==> config.mk <==
export PLATFORM = sky130hd
export DESIGN_NAME = sw_seq_ctrl_flat
export DESIGN_NICKNAME = d
export VERILOG_FILES = /design/src/rtl/sw_seq_pkg.sv /design/src/rtl/sw_seq_ctrl_if.sv /design/src/rtl/sw_seq_settle_timer.sv /design/src/rtl/sw_seq_ctrl.sv /design/src/flat_wrapper.sv
export SDC_FILE = /design/constraint.sdc
export NUM_CORES = 1
export LEC_CHECK = 0
export ABC_AREA = 1
export BUFFER_PORTS_ARGS = -buffer_cell sky130_fd_sc_hd__buf_2
export CAP_MARGIN = 20
export CORE_MARGIN = 3
export CORE_UTILIZATION = 41
export DETAILED_ROUTE_END_ITERATION = 8
export PLACE_DENSITY_LB_ADDON = 0.25
export SLEW_MARGIN = 10
export SYNTH_ARGS = -nofsm -noshare
export SYNTH_HDL_FRONTEND = slang
export SYNTH_SLANG_ARGS = --single-unit
==> constraint.sdc <==
create_clock -name clk -period 3.31 [get_ports clk]
set_input_delay 0.662 -clock clk [delete_from_list [all_inputs] [get_ports clk]]
set_output_delay 0.662 -clock clk [all_outputs]
set_load 0.01 [all_outputs]
==> src/rtl/sw_seq_pkg.sv <==
// Shared types and constants for the switch-sweep self-test sequencer.
// Holds the FSM state encoding, code count and settle counter width.
package sw_seq_pkg;

    typedef enum logic [1:0] {
        IDLE,
        SETTLE,
        CAPTURE,
        WAIT
    } state_t;

    localparam int N_SW_DEF   = 3;
    localparam int N_LED_DEF  = 4;
    localparam int N_CODES    = 2 ** N_SW_DEF;
    localparam int CNT_W      = $clog2(256);
    localparam int SETTLE_DEF = 4;

endpackage

==> src/rtl/sw_seq_ctrl_if.sv <==
// Control and result bus between board buttons and the sweep sequencer.
// master drives requests and reads results; slave is the sequencer.
interface sw_seq_ctrl_if import sw_seq_pkg::*; #(
    parameter int N_SW  = N_SW_DEF,
    parameter int N_LED = N_LED_DEF
) ();

    logic             start;
    logic             manual;
    logic             step;
    logic             abort;
    logic             busy;
    logic             cap_valid;
    logic [N_SW-1:0]  cap_code;
    logic [N_LED-1:0] cap_led;
    logic             done;

    modport master (
        output start, manual, step, abort,
        input  busy, cap_valid, cap_code, cap_led, done
    );

    modport slave (
        input  start, manual, step, abort,
        output busy, cap_valid, cap_code, cap_led, done
    );

endinterface

==> src/rtl/sw_seq_settle_timer.sv <==
// Down-counter that times how long a switch code is held before sampling.
// Loads a start value, counts down on tick and parks at zero.
module sw_seq_settle_timer import sw_seq_pkg::*; (
    input  logic             clk,
    input  logic             rst,
    input  logic             load,
    input  logic             tick,
    input  logic [CNT_W-1:0] value,
    output logic             zero
);

    logic [CNT_W-1:0] cnt;

    // Load has priority over countdown; the count never wraps below zero
    always_ff @(posedge clk or posedge rst) begin
        if (rst) begin
            cnt <= '0;
        end else if (load) begin
            cnt <= value;
        end else if (tick && cnt != '0) begin
            cnt <= cnt - 1'b1;
        end
    end

    assign zero = (cnt == '0);

endmodule

==> src/rtl/sw_seq_ctrl.sv <==
// Self-test sequencer: sweeps switch codes 0..2**N_SW-1, captures LEDs.
// Optional expected-value checking is built when SEQ_CHECK_EN is defined.
module sw_seq_ctrl import sw_seq_pkg::*; #(
    parameter int SETTLE_CYCLES = SETTLE_DEF,
    parameter int N_SW          = N_SW_DEF,
    parameter int N_LED         = N_LED_DEF
) (
    input  logic                         clk,
    input  logic                         rst,
    sw_seq_ctrl_if.slave                 bus,
    output logic [N_SW-1:0]              sw_out,
    input  logic [N_LED-1:0]             led_in
`ifdef SEQ_CHECK_EN
    ,
    input  logic [N_LED*(2**N_SW)-1:0]   exp_table,
    output logic [(2**N_SW)-1:0]         err_mask,
    output logic                         pass
`endif
);

    localparam int              CODES  = 2 ** N_SW;
    localparam logic [N_SW-1:0] LAST   = N_SW'(CODES - 1);
    localparam logic [CNT_W-1:0] RELOAD = CNT_W'(SETTLE_CYCLES - 1);

    state_t           state;
    logic [N_SW-1:0]  code;
    logic [N_SW-1:0]  sw_q;
    logic             manual_q;
    logic             cap_valid_q;
    logic             done_q;
    logic [N_SW-1:0]  cap_code_q;
    logic [N_LED-1:0] cap_led_q;

    logic             abort_act;
    logic             accept;
    logic             last;
    logic             advance;
    logic [N_SW-1:0]  nxt_code;
    logic             tmr_load;
    logic             tmr_tick;
    logic             tmr_zero;

    assign abort_act = bus.abort && (state != IDLE);
    assign accept    = (state == IDLE) && bus.start;
    assign last      = (code == LAST);
    assign nxt_code  = code + 1'b1;
    assign advance   = !abort_act &&
                       (((state == CAPTURE) && !last && !manual_q) ||
                        ((state == WAIT) && bus.step));
    assign tmr_load  = accept || advance;
    assign tmr_tick  = (state == SETTLE);

    sw_seq_settle_timer u_timer (
        .clk   (clk),
        .rst   (rst),
        .load  (tmr_load),
        .tick  (tmr_tick),
        .value (RELOAD),
        .zero  (tmr_zero)
    );

    // Sweep FSM; abort overrides every other action outside IDLE
    always_ff @(posedge clk or posedge rst) begin
        if (rst) begin
            state       <= IDLE;
            code        <= '0;
            sw_q        <= '0;
            manual_q    <= 1'b0;
            cap_valid_q <= 1'b0;
            done_q      <= 1'b0;
            cap_code_q  <= '0;
            cap_led_q   <= '0;
        end else begin
            cap_valid_q <= 1'b0;
            done_q      <= 1'b0;
            if (abort_act) begin
                state <= IDLE;
                code  <= '0;
                sw_q  <= '0;
            end else begin
                unique case (state)
                    IDLE: begin
                        if (bus.start) begin
                            code     <= '0;
                            sw_q     <= '0;
                            manual_q <= bus.manual;
                            state    <= SETTLE;
                        end
                    end
                    SETTLE: begin
                        if (tmr_zero) begin
                            state <= CAPTURE;
                        end
                    end
                    CAPTURE: begin
                        cap_led_q   <= led_in;
                        cap_code_q  <= code;
                        cap_valid_q <= 1'b1;
                        if (last) begin
                            done_q <= 1'b1;
                            state  <= IDLE;
                        end else if (!manual_q) begin
                            code  <= nxt_code;
                            sw_q  <= nxt_code;
                            state <= SETTLE;
                        end else begin
                            state <= WAIT;
                        end
                    end
                    WAIT: begin
                        if (bus.step) begin
                            code  <= nxt_code;
                            sw_q  <= nxt_code;
                            state <= SETTLE;
                        end
                    end
                    default: state <= IDLE;
                endcase
            end
        end
    end

    assign sw_out        = sw_q;
    assign bus.busy      = (state != IDLE);
    assign bus.cap_valid = cap_valid_q;
    assign bus.cap_code  = cap_code_q;
    assign bus.cap_led   = cap_led_q;
    assign bus.done      = done_q;

`ifdef SEQ_CHECK_EN
    logic [N_LED-1:0] exp_led;
    logic             mis;
    logic [CODES-1:0] err_q;
    logic             pass_q;

    assign exp_led = exp_table[N_LED*code +: N_LED];
    assign mis     = (led_in != exp_led);

    // Per-code mismatch flags; pass summarises the sweep at the done edge
    always_ff @(posedge clk or posedge rst) begin
        if (rst) begin
            err_q  <= '0;
            pass_q <= 1'b0;
        end else if (accept) begin
            err_q  <= '0;
            pass_q <= 1'b0;
        end else if ((state == CAPTURE) && !abort_act) begin
            err_q[code] <= mis;
            if (last) begin
                pass_q <= !mis && (err_q == '0);
            end
        end
    end

    assign err_mask = err_q;
    assign pass     = pass_q;
`endif

endmodule

==> src/flat_wrapper.sv <==
// flat-port wrapper written by rule: the top's interface ports become plain ports
module sw_seq_ctrl_flat import sw_seq_pkg::*;
#(
    parameter int SETTLE_CYCLES = SETTLE_DEF,
    parameter int N_SW          = N_SW_DEF,
    parameter int N_LED         = N_LED_DEF
)
  (clk, rst, sw_out, led_in, bus_start, bus_manual, bus_step, bus_abort, bus_busy, bus_cap_valid, bus_cap_code, bus_cap_led, bus_done);
  sw_seq_ctrl_if #(.N_SW(N_SW), .N_LED(N_LED)) bus_i ();
  input  logic clk;
  input  logic rst;
  output logic [N_SW-1:0] sw_out;
  input  logic [N_LED-1:0] led_in;
  input wire logic [$bits(bus_i.start)-1:0] bus_start;
  input wire logic [$bits(bus_i.manual)-1:0] bus_manual;
  input wire logic [$bits(bus_i.step)-1:0] bus_step;
  input wire logic [$bits(bus_i.abort)-1:0] bus_abort;
  output wire logic [$bits(bus_i.busy)-1:0] bus_busy;
  output wire logic [$bits(bus_i.cap_valid)-1:0] bus_cap_valid;
  output wire logic [$bits(bus_i.cap_code)-1:0] bus_cap_code;
  output wire logic [$bits(bus_i.cap_led)-1:0] bus_cap_led;
  output wire logic [$bits(bus_i.done)-1:0] bus_done;
  assign bus_i.start = bus_start;
  assign bus_i.manual = bus_manual;
  assign bus_i.step = bus_step;
  assign bus_i.abort = bus_abort;
  assign bus_busy = bus_i.busy;
  assign bus_cap_valid = bus_i.cap_valid;
  assign bus_cap_code = bus_i.cap_code;
  assign bus_cap_led = bus_i.cap_led;
  assign bus_done = bus_i.done;
  sw_seq_ctrl #(.SETTLE_CYCLES(SETTLE_CYCLES), .N_SW(N_SW), .N_LED(N_LED)) u_core (.clk(clk), .rst(rst), .bus(bus_i), .sw_out(sw_out), .led_in(led_in));
endmodule
* Word level (Yosys, flattened, before mapping) *
Index checks and enable logic that the tools add are counted.

storage, ports and cells
  register bits = 23
  ROM bits = 0
  memory bits (writable) = 0
  memories = 0
  input bits = 10
  output and inout bits = 13
  bits in latches = 0

operators by class
  multipliers = 0
  order comparisons = 0
  reduce and logical (&&, ||, !) cells = 22
  shift-type cells = 0
  mux-type cells = 20
  divide/modulo/power cells = 0
  eq/ne operators = 9
  add/sub/neg operators = 2
  bitwise gates (word level) = 1

operators with widths
  kind                                                    number
  2-to-1 mux 8 bit                                        2
  2-to-1 mux 3 bit                                        5
  2-to-1 mux 2 bit                                        6
  inequality test 3 x 2 -> 1 bit (second input constant)  3
  case mux 3 bit (3 select lines)                         1
  zero test 8 bit                                         1
  case mux 2 bit (4 select lines)                         1
  nonzero test 8 bit                                      1
  subtractor 8 x 1 -> 8 bit (second input constant)       1
  logical AND 1 bit                                       7
  AND reduction 3 bit                                     2
  2-to-1 mux 1 bit                                        5
  AND reduction 5 bit                                     1
  equality test 2 bit (second input constant)             2
  nonzero test 2 bit                                      2
  nonzero test 4 bit                                      1
  adder 3 x 1 -> 3 bit (second input constant)            1
  equality test 3 bit (second input constant)             1
  zero test 1 bit                                         3
  inequality test 3 x 1 -> 1 bit (second input constant)  1
  inequality test 3 bit (second input constant)           1
  equality test 2 x 1 -> 1 bit (second input constant)    1
  zero test 2 bit                                         1
  logical OR 1 bit                                        2
  other kinds (2)                                         2

* Longest topological paths before layout *
Gate-level depths: netlist of run 1.

  word-level depth = 8
  depth in mapped cells = 10
  gate-level depth less buffers = 10

* Cells and area by module *
A second synthesis of run 1 with hierarchy kept.

second synthesis, totals
  cells, all modules = 194
  area, all modules = 1,467.7 um2

modules (own cells, without submodules)
  module               cells each  instances  sequential area each (um2)  area each (um2)
  sw_seq_ctrl          103         1          375.4                       834.6
  sw_seq_settle_timer  91          1          200.2                       633.1

* Worst setup path after synthesis of run 1 *
OpenSTA, ideal clock, no wires.

  kind = register to register
  from = reg u_core.code[0]
  to = reg u_core.u_timer.cnt[3]
  buffers on the path = 1
  cell stages (with the launch flop) = 10
  arrival time = 1.447 ns
  required time = 3.192 ns
  setup slack = 1.745 ns
  period minus slack after synthesis = 1.565 ns
  path through = dfrtp_1 -> ha_1 -> ha_1 -> inv_1 -> nand3b_1 -> nand2_1 -> nand2_1 -> buf_4 -> nand3_1 -> nand2_1

between the ends
  longest elaborated chain between the ends = 8

ends and longest elaborated chain
  element                                                 RTL line                   text
  start: declaration                                      sw_seq_ctrl.sv:26          logic [N_SW-1:0] code;
  start signal: assignment                                sw_seq_ctrl.sv:103         code <= nxt_code;
  start signal: assignment                                sw_seq_ctrl.sv:112         code <= nxt_code;
  equality test 3 bit *                                   sw_seq_ctrl.sv:45          assign last = (code == LAST);
  zero test 1 bit *                                       sw_seq_ctrl.sv:48          (((state == CAPTURE) && !last && !manual_q) ||
  logical AND 1 bit * (2 in a row)                        sw_seq_ctrl.sv:48
  logical OR 1 bit *                                      sw_seq_ctrl.sv:48
  logical AND 1 bit *                                     sw_seq_ctrl.sv:47          assign advance = !abort_act &&
  logical OR 1 bit *                                      sw_seq_ctrl.sv:50          assign tmr_load = accept || advance;
  2-to-1 mux 8 bit or nonzero test 2 bit (tied branches)  --
  end signal: assignment                                  sw_seq_settle_timer.sv:19  cnt <= value;
  end signal: assignment                                  sw_seq_settle_timer.sv:21  cnt <= cnt - 1'b1;
  end: declaration                                        sw_seq_settle_timer.sv:12  logic [CNT_W-1:0] cnt;

Every way passes the cells marked *; elsewhere a longest branch is shown, timed or not.
A chain may end at the register's enable or synchronous reset.

* Worst setup path after layout of run 1 *
  from = reg u_core.state[0]
  to = out bus_busy

between the ends
  longest elaborated chain between the ends = 1

ends and longest elaborated chain
  element                   RTL line            text
  start: declaration        sw_seq_ctrl.sv:25   state_t state;
  start signal: assignment  sw_seq_ctrl.sv:65   state <= IDLE;
  start signal: assignment  sw_seq_ctrl.sv:77   state <= IDLE;
  start signal: assignment  sw_seq_ctrl.sv:87   state <= SETTLE;
  nonzero test 2 bit        sw_seq_ctrl.sv:124  assign bus.busy = (state != IDLE);
  end: declaration          flat_wrapper.sv:18  output wire logic [$bits(bus_i.busy)-1:0] bus_busy;

No other way between the ends.

==> results by group, run 1 <==
Detailed routing
  – DR WL/cell: between 10 and 15 um
  – Drt total wl: 2.57 mm
  – Post-DRT Antenna Nets: 0
  – Via count: about 1100
  – Drt pass-1 iters: 4
  – Vias per cell: 4.87
  – DRC: 0
  – Initial DRC count: 42

Worst hold path
  – Worst Hold Class: flop to flop

Logic synthesis
  – Largest area contributor in the netlist: dfrtp_1
  – Ys async rst share: 100%
  – Post-synth EDFFs: 0
  – Top-area cell type share of the netlist area: between 40% and 50%
  – Mean Syn Cell Area: approximately 8 um^2
  – Synth cell count leaders: 57 x nand2_1, 23 x dfrtp_1, 18 x inv_1
  – Mapped cell area: between 0.001 and 0.0015 mm^2
  – Cells after Synth: around 170
  – Sequential element share of the synthesized area: a little over two fifths
  – Synth unique cells: 20
  – Count leader, synth: nand2_1
  – Main area contributors after synthesis: dfrtp_1 44%, nand2_1 16%, ha_1 7.6%, nand3_1 6.5%, inv_1 5.2%
  – Synth Net Count: between 150 and 200
  – Yosys reg bits: 23
  – Number of synthesis warnings: 0
  – Post-synth top flop: dfrtp_1

STA
  – Min setup slack post-route: roughly 1.4 ns
  – Min cycle time layout: approximately 2.0 ns
  – Fmax: 513 MHz
  – Setup Skew: 0.00712 ns
  – Setup tns final: 0 ns
  – Fin crit share: about three fifths
  – RSZ-0062 raised after global routing: false
  – Final Hold Viols: 0
  – Worst Tran Pin Value: 0.870 ns
  – Max-Slew Margin vs Limit: between 40% and 50%
  – WHS: between 0.4 and 0.5 ns
  – Setup-violating endpoint count in the final report: 0
  – Final Max Tran Viols: 0

Clock network
  – Post-CTS Setup Repair Bufs: 0
  – Worst-Skew Late Latency: 0.31 ns
  – Number of clock sinks: 23
  – Clock tree from TritonCTS: yes
  – Longest Clk Path Bufs: 2
  – CTS Buf Count: 3
  – Cts repair resizes: 0
  – Htree depth: 1
  – Hold buffer count at cts: 0
  – CTS root buf: clkbuf_4
  – Reg clk slew, reported paths: around 0.14 ns

Power and ir drop
  – Leak: 0.830 nW
  – PD cells: between 700 and 800 mW/mm^2
  – IR drop worst, VDD: around 0.32 mV
  – Final Power: ~0.0011 W

Global route
  – Vias in the first global route: 1073
  – First-pass GRT wire length: 4.62 mm
  – Largest net degree at the start of global routing: 24
  – Global Route met1 Usage: between 10% and 20%
  – Gr usage total: about 14%
  – M3 GR Usage: 2.70%
  – GR peak layer: met2
  – Grt ovf: 0
  – Met2 Track Usage GR: about 25%
  – Initial antenna violation count: 0

Floorplan
  – Die height: about 63 um
  – Die area: 0.00391 mm^2
  – Initial core utilization: between 40% and 50%
  – Die X: ~63 um
  – # rows: 19
  – Io pins: 23
  – Core ar.: ~0.0029 mm^2

Placed design
  – DP Worst Slack: between 1.5 and 2 ns
  – Final HPWL DP: roughly 1.9 mm
  – Gpl congestion: around 0.88
  – Port bufs: 22

Setup path
  – CP Max Fanout: 4
  – CP startpoint kind: flop
  – Worst EP arrival: roughly 1.3 ns
  – Critical setup path kind: flop to output pin
  – CP Capture Type: output pin
  – Required @ worst endpoint: between 2 and 3 ns

Layout
  – P&R area growth vs syn: 13.3%
  – Nets@finish: approximately 210
  – Share of layout cells above drive strength 1: around a fifth
  – Antenna cells: 0
  – Final core occ: between 50% and 60%

Run
  – MaxCap Viol Count: 0

Outcome
  – Status: finished, final reports clean
-- metrics by stage --
stage / std cells / cell area [um^2]
detailed placement: 227 / 1460
floorplan: 165 / 1310
global placement: 227 / 1460
CTS: 231 / 1490
global route: 231 / 1490
finish: 231 / 1490
-- routing by layer --
layer  routed length [um]  vias to the layer above
li1                     -                      573
met1                 1190                      512
met2                 1200                       37
met3                  149                        4
met4                   30                        0
met5                    0                        -
-- layout make-up --
type / count / area [um^2]
Multi-Input combinational cell: 119 / 638
Tap cell: 42 / 52.6
Timing Repair Buffer: 22 / 110
Clock buffer: 3 / 22.5
Sequential cell: 23 / 576
Clock inverter: 1 / 7.51
Inverter: 21 / 78.8
Fill cell: 301 / 1420
-- power by group --
part	switching, W	internal, W
Combinational	0.000347	0.000186
Sequential	0.0000561	0.000358
Clock	0.0000895	0.0000461
Total	0.000492	0.000590
-- path summary, 6_finish.rpt --
check                                        from                     end  slack, ns  cells past startpoint
hold reg to reg            u_core.bus.cap_code[2]  u_core.bus.cap_code[2]       0.48                      2
max in group asynchronous                     rst   u_core.u_timer.cnt[4]       2.27                      2
setup reg to reg                   u_core.code[0]   u_core.u_timer.cnt[1]       1.53                      9
hold / removal             u_core.bus.cap_code[2]  u_core.bus.cap_code[2]       0.48                      2
setup / recovery                  u_core.state[0]                bus_busy       1.36                      4
min in group asynchronous                     rst   u_core.bus.cap_led[1]       0.50                      2
-- worst max-delay path, stage by stage (launching register included) --
cell and delay (ns):
dfrtp_1 0.42, inv_1 0.08, ha_1 0.24, inv_2 0.10, buf_2 0.13
-- registers in the layout, indices dropped and copies added (netlist names) --
register              cells
u_core.bus.cap_code       3
u_core.bus.cap_led        4
u_core.bus.cap_valid      1
u_core.bus.done           1
u_core.code               3
u_core.manual_q           1
u_core.state              2
u_core.u_timer.cnt        8
-- logic make-up after synthesis --
family	share of synthesized area, %
AO/OA/AOI/OAI	4.39
XOR/XNOR	1.34
adder cells (fa/ha/maj)	7.63
buffers and inverters	7.44
flip-flops	43.9
multiplexers	0.859
AND/OR/NAND/NOR	34.4
-- placed cells by master, fill, tap and decap left out --
cell type    n
nand2_1     57
dfrtp_1     23
buf_2       22
inv_1       18
nand3_1     17
nor2_1       9
ha_1         8
o21ai_0      7
nand4_1      7
inv_2        3
clkbuf_4     3
nor2_2       2
nand2_2      2
nand2_4      2
o21ai_2      2
xor2_1       2
nand3b_1     1
mux2_2       1
nor2_8       1
a21oi_1      1
clkinvlp_4   1
No activity file was read; power rests on OpenSTA's default activity.
==> run 2: changes to the inputs <==
==> constraint.sdc (replaced) <==
create_clock -name clk -period 1.7 [get_ports clk]
set_input_delay 0.34 -clock clk [delete_from_list [all_inputs] [get_ports clk]]
set_output_delay 0.34 -clock clk [all_outputs]
set_load 0.01 [all_outputs]
==> run 2 against run 1 <==
  * Sequential power up 93%
  * Worst hold slack got worse by 0.44 ns
  * Flip-flop and latch count unchanged
  * Register-to-register slack lost 1.4 ns
  * Total power rose by 100%
  * Cell count grew 3.5%
  * Combinational power grew 110%
  * Critical path depth unchanged
  * Clock power grew 86%
  * Count of clock-buffer cells in the layout unchanged
==> results by group, run 2 (synthesized netlist as in run 1, its figures left out) <==
Layout
  – Final instance area: 0.00154 mm^2 (+3.9%)
  – Antenna cells: 0 (unchanged)
  – Fillcell total: 287 (-4.7%)
  – Most common cell after layout, fill and taps aside: nand2_1
  – Max reg flops: 8 (unchanged)
  – Nets@finish: 216 (+3.8%)
  – Final core occ: 53.2% (+2.0 points)
  – P&R area growth vs syn: 17.7%
  – Largest Register: u_core.u_timer.cnt
  – Commonest non-fill, non-tap cells in the layout: 57 x nand2_1, 23 x dfrtp_1, 22 x buf_2
  – Share of layout cells above drive strength 1: 23.9% (+3.2 points)

STA
  – Worst Tran Pin Value: 0.300 ns (-0.570 ns)
  – Setup tns final: 0 ns (unchanged)
  – Final Max Tran Viols: 0 (unchanged)
  – RSZ-0062 raised after global routing: false
  – Max-Slew Margin vs Limit: 80.0% (+38 points)
  – Final Hold Viols: 0 (unchanged)
  – Setup-violating endpoint count in the final report: 0 (unchanged)
  – Setup Skew: 0.00497 ns (-0.00215 ns)
  – Fin crit share: between 90% and 100%
  – Min cycle time layout: about 1.6 ns
  – Fmax: 619 MHz

Setup path
  – R2r endpoint: u_core.u_timer.cnt[6]
  – Reg2Reg Setup Slack: 0.16 ns (-1.37 ns)
  – CP Capture Type: output pin
  – Slowest CP cell: dfrtp_1
  – Reg2reg start: u_core.code[0]
  – CP startpoint kind: flop
  – CP max stage delay: 0.44 ns (+0.02 ns)
  – Register-to-Register Path Depth: 9 (unchanged)
  – CP Cell Sequence: inv_1, ha_1, inv_2, buf_2
  – Worst EP arrival: 1.27 ns (-0.02 ns)
  – CP Max Fanout: 4 (unchanged)
  – Critical setup path kind: flop to output pin
  – Required @ worst endpoint: 1.36 ns (-1.29 ns)

Floorplan
  – Die height: 62.6 um (unchanged)
  – Initial core utilization: 45.2% (unchanged)
  – # rows: 19 (unchanged)
  – Die area: 0.00391 mm^2 (unchanged)
  – Io pins: 23 (unchanged)
  – Die X: 62.6 um (unchanged)
  – Core ar.: 0.00290 mm^2 (unchanged)

Power and ir drop
  – IR drop worst, VDD: 0.701 mV (+120%)
  – Sw Pwr: 0.000967 W (+97%)
  – Cell internal pwr: 0.00122 W (+110%)
  – Switching part of the total power: 44.2% (-1.3 points)
  – Leak: 0.872 nW (+5.0%)
  – Sequential power share: 36.5% (-1.7 points)
  – PD cells: 1420 mW/mm^2 (+95%)
  – Comb pwr share: 52.0% (+2.8 points)
  – Clock power frac: 11.5% (-1.0 points)

Placed design
  – Port bufs: 22 (unchanged)
  – Post-DP Area: 0.00150 mm^2 (+3.1%)
  – Gpl congestion: 0.832 (-5.0%)
  – Final HPWL DP: 2.06 mm (+6.6%)

Detailed routing
  – Initial DRC count: 57 (+36%)
  – WL met2: 1.30 mm (+8.4%)
  – Highest Signal Layer: met4
  – DR WL/cell: 10.9 um (-1.5%)
  – Drt total wl: 2.62 mm (+1.9%)
  – Vias per cell: 4.77 (-2.2%)
  – Drt pass-1 iters: 4 (unchanged)
  – Met3 Wirelength: 109 um (-27%)
  – Via count: 1139 (+1.2%)
  – DRC: 0 (unchanged)
  – M1 wire length: 1.18 mm (-0.42%)
  – Post-DRT Antenna Nets: 0 (unchanged)

Global route
  – Grt ovf: 0 (unchanged)
  – Initial antenna violation count: 0 (unchanged)
  – Gr usage total: 15.0% (+0.62 points)
  – First-pass GRT wire length: 4.83 mm (+4.5%)
  – Largest net degree at the start of global routing: 24 (unchanged)
  – Vias in the first global route: 1118 (+4.2%)

Clock network
  – Htree depth: 1 (unchanged)
  – Number of clock sinks: 23 (unchanged)
  – CTS Buf Count: 3 (unchanged)
  – Hold buffer count at cts: 0 (unchanged)
  – Worst-Skew Late Latency: 0.31 ns (about the same)
  – Reg clk slew, reported paths: 0.13 ns (about the same)
  – Longest Clk Path Bufs: 2 (unchanged)
  – Clock tree from TritonCTS: yes
  – CTS root buf: clkbuf_4

Worst hold path
  – Worst Hold Class: input port to async pin

Run
  – MaxCap Viol Count: 0 (unchanged)

Outcome
  – Status: finished, final reports clean
[run 2: worst max-delay path by stage]
stage,from,to,depth (start not counted)
finish,u_core.state[1],bus_busy,4
global route,u_core.code[0],u_core.u_timer.cnt[1],10
CTS,u_core.state[0],bus_busy,4
detailed placement,u_core.code[0],u_core.u_timer.cnt[6],9
global placement,u_core.code[0],u_core.u_timer.cnt[7],9
floorplan,u_core.code[0],u_core.u_timer.cnt[3],9
[run 2: cell type report]
type	instances	area, um^2	area share (%)
multi-input combinational	119	638	41.4
sequential	23	576	37.3
timing repair buffer	30	170	11.0
inverter	21	78.8	5.11
tap	42	52.6	3.41
clock buffer	3	22.5	1.46
clock inverter	1	5.00	0.324
[run 2: what timing repair did]
action                                  CTS  global route
endpoints found under the setup margin    0             2
gates resized for setup                   0             0
buffers inserted                          0             2
[run 2: critical path: cells and delay by family, from the launching register on]
family,cells,cell delay [ns]
flops,1,0.44
buf+inv,3,0.31
fa+ha+maj,1,0.21
[run 2: routing by layer]
layer  up-vias  track usage [%]
li1        589                -
met1       530             17.5
met2        18             26.5
met3         2             4.14
met4         0             4.96
met5         -                0
[run 2: stage by stage]
step | hold slack [ns] | total power, W | setup slack (ns) | std cells
global route | 0.0536 | 0.00242 | 0.00630 | 239
floorplan | 0.342 | 0.00163 | 0.135 | 165
global placement | 0.395 | 0.00189 | 0.223 | 233
CTS | 0.0544 | 0.00220 | 0.0543 | 237
finish | 0.0463 | 0.00219 | 0.0854 | 239
detailed placement | 0.406 | 0.00194 | 0.164 | 233
[run 2: power by group through the flow]
stage	registers, W	clock network (W)	logic, W
floorplan	0.000832	0	0.000796
global placement	0.000809	0	0.00108
detailed placement	0.000816	0	0.00112
CTS	0.000805	0.000264	0.00113
global route	0.000824	0.000289	0.00130
finish	0.000800	0.000253	0.00114
==> run 3: changes to the inputs <==
--- a/config.mk
+++ b/config.mk
@@ -12,6 +12,7 @@
 export CORE_UTILIZATION = 41
 export DETAILED_ROUTE_END_ITERATION = 8
 export PLACE_DENSITY_LB_ADDON = 0.25
+export REMOVE_ABC_BUFFERS = 1
 export SLEW_MARGIN = 10
 export SYNTH_ARGS = -nofsm -noshare
 export SYNTH_HDL_FRONTEND = slang
==> run 3 against run 2 <==
  * Critical path depth unchanged
  * Sequential power about the same
  * Combinational power about the same
  * Clock power increased by 9.1%
  * Setup slack got worse by 0.016 ns
  * Total power decreased by 0.25%
  * Register-to-register slack about the same
  * Largest cell class unchanged
  * Largest power group unchanged
  * Highest routed layer unchanged
==> results by group, run 3 (synthesized netlist as in run 1, its figures left out) <==
Setup path
  – CP Capture Type: output pin
  – Critical setup path kind: flop to output pin
  – Register-to-Register Path Depth: 10 (+1)
  – Reg2reg start: u_core.code[0]
  – Worst EP arrival: 1.29 ns (+0.02 ns)
  – CP startpoint kind: flop
  – Reg2Reg Setup Slack: 0.15 ns (about the same)
  – CP Max Fanout: 4 (unchanged)
  – R2r endpoint: u_core.u_timer.cnt[1]
  – Required @ worst endpoint: 1.36 ns (about the same)

STA
  – Fin crit share: 95.9% (+0.92 points)
  – Setup-violating endpoint count in the final report: 0 (unchanged)
  – Setup tns final: 0 ns (unchanged)
  – RSZ-0062 raised after global routing: false
  – Min cycle time layout: 1.63 ns (+0.0156 ns)
  – Final Max Tran Viols: 0 (unchanged)
  – Final Hold Viols: 0 (unchanged)
  – Max-Slew Margin vs Limit: 79.6% (-0.37 points)
  – Setup Skew: 0.0182 ns (+0.0132 ns)
  – Min setup slack post-route: 0.0698 ns (-0.0156 ns)
  – Worst Tran Pin Value: 0.306 ns (+0.00582 ns)
  – Fmax: 613 MHz (-0.96%)

Placed design
  – Port bufs: 22 (unchanged)
  – Gpl congestion: 0.804 (-3.4%)
  – DP Worst Slack: 0.189 ns (+0.0253 ns)
  – Final HPWL DP: 2.01 mm (-2.3%)

Power and ir drop
  – PD cells: 1430 mW/mm^2 (+0.57%)
  – Sw Pwr: 0.000978 W (+1.1%)
  – Leak: 0.858 nW (-1.6%)
  – Sequential power share: 36.7% (+0.2 points)
  – Switching part of the total power: 44.8% (+0.59 points)
  – Final Power: 0.00218 W (-0.25%)
  – Cell internal pwr: 0.00121 W (-1.3%)
  – Clock power frac: 12.7% (+1.2 points)
  – Comb pwr share: 50.6% (-1.4 points)
  – IR drop worst, VDD: 0.656 mV (-6.5%)

Layout
  – Nets@finish: 214 (-0.93%)
  – Antenna cells: 0 (unchanged)
  – Share of layout cells above drive strength 1: 23.1% (-0.78 points)
  – Max reg flops: 8 (unchanged)
  – Most common cell after layout, fill and taps aside: nand2_1
  – Commonest non-fill, non-tap cells in the layout: 57 x nand2_1, 23 x dfrtp_1, 22 x buf_2
  – P&R area growth vs syn: 16.7%
  – Largest Register: u_core.u_timer.cnt
  – Fillcell total: 297 (+3.5%)

Detailed routing
  – Drt pass-1 iters: 4 (unchanged)
  – DR WL/cell: 11.0 um (+0.19%)
  – Via count: 1130 (-0.79%)
  – Vias per cell: 4.77 (about the same)
  – DRC: 0 (unchanged)
  – Post-DRT Antenna Nets: 0 (unchanged)
  – Drt total wl: 2.60 mm (-0.65%)
  – Initial DRC count: 24 (-58%)

Global route
  – Vias in the first global route: 1064 (-4.8%)
  – First-pass GRT wire length: 4.62 mm (-4.4%)
  – Initial antenna violation count: 0 (unchanged)
  – Gr usage total: 14.5% (-0.57 points)
  – Grt ovf: 0 (unchanged)
  – Largest net degree at the start of global routing: 24 (unchanged)

Clock network
  – CTS root buf: clkbuf_4
  – Clock tree from TritonCTS: yes
  – Post-CTS Setup Repair Bufs: 0 (unchanged)
  – Reg clk slew, reported paths: 0.16 ns (+0.03 ns)
  – Htree depth: 1 (unchanged)
  – Worst-Skew Late Latency: 0.32 ns (about the same)
  – Longest Clk Path Bufs: 2 (unchanged)
  – CTS Buf Count: 3 (unchanged)
  – Cts repair resizes: 0 (unchanged)
  – Number of clock sinks: 23 (unchanged)
  – Hold buffer count at cts: 0 (unchanged)

Floorplan
  – Core ar.: 0.00290 mm^2 (unchanged)
  – Die area: 0.00391 mm^2 (unchanged)
  – Die height: 62.6 um (unchanged)
  – Initial core utilization: 45.2% (unchanged)
  – Io pins: 23 (unchanged)
  – Die X: 62.6 um (unchanged)
  – # rows: 19 (unchanged)

Worst hold path
  – Worst Hold Class: input port to async pin

Run
  – MaxCap Viol Count: 0 (unchanged)

Outcome
  – Status: finished, final reports clean
-- run 3: power groups by stage --
| stage | clock [W] | sequential (W) | combinational, W |
|---|---|---|---|
| 2_1_floorplan | 0 | 0.000831 | 0.000752 |
| 3_3_place_gp | 0 | 0.000810 | 0.00108 |
| 3_5_place_dp | 0 | 0.000814 | 0.00111 |
| 4_1_cts | 0.000275 | 0.000803 | 0.00112 |
| 5_1_grt | 0.000301 | 0.000821 | 0.00127 |
| 6_report | 0.000276 | 0.000802 | 0.00111 |
-- run 3: worst max-delay path by stage --
stage | cells past startpoint | to | start | slack (ns)
floorplan | 8 | u_core.u_timer.cnt[1] | u_core.code[0] | 0.11
global placement | 9 | u_core.u_timer.cnt[1] | u_core.code[0] | 0.22
detailed placement | 9 | u_core.u_timer.cnt[1] | u_core.code[0] | 0.19
CTS | 4 | bus_busy | u_core.state[0] | 0.06
global route | 4 | bus_busy | u_core.state[0] | 0.004
finish | 4 | bus_busy | u_core.state[0] | 0.07
-- run 3: critical path, stage by stage, from the launching register on --
cell and delay [ns]:
dfrtp_1 0.43, inv_1 0.09, ha_1 0.24, inv_2 0.09
buf_2 0.13
-- run 3: stage by stage --
stage                     util (%)  hold WS, ns  area [um^2]  cells
after floorplan                  -        0.342         1290    163
after global placement        51.7        0.393         1500    233
after detailed placement      51.7        0.416         1500    233
after CTS                     52.8       0.0521         1530    237
after global routing          52.8       0.0457         1530    237
final                         52.8       0.0291         1530    237
-- run 3: metal layers --
layer / vias up / wire [um] / GRT usage [%]
met4: 0 / 24 / 6.34
met5: - / 0 / 0
met3: 2 / 78 / 2.34
li1: 585 / - / -
met2: 21 / 1210 / 22.1
met1: 522 / 1280 / 20.2
-- run 3: final cells by class --
class	instances	area [um^2]	share of cell area, %
clock buffer	3	22.5	1.47
clock inverter	1	7.51	0.491
inverter	21	78.8	5.15
multi-input combinational	119	638	41.7
sequential	23	576	37.6
tap	42	52.6	3.43
timing repair buffer	28	155	10.1
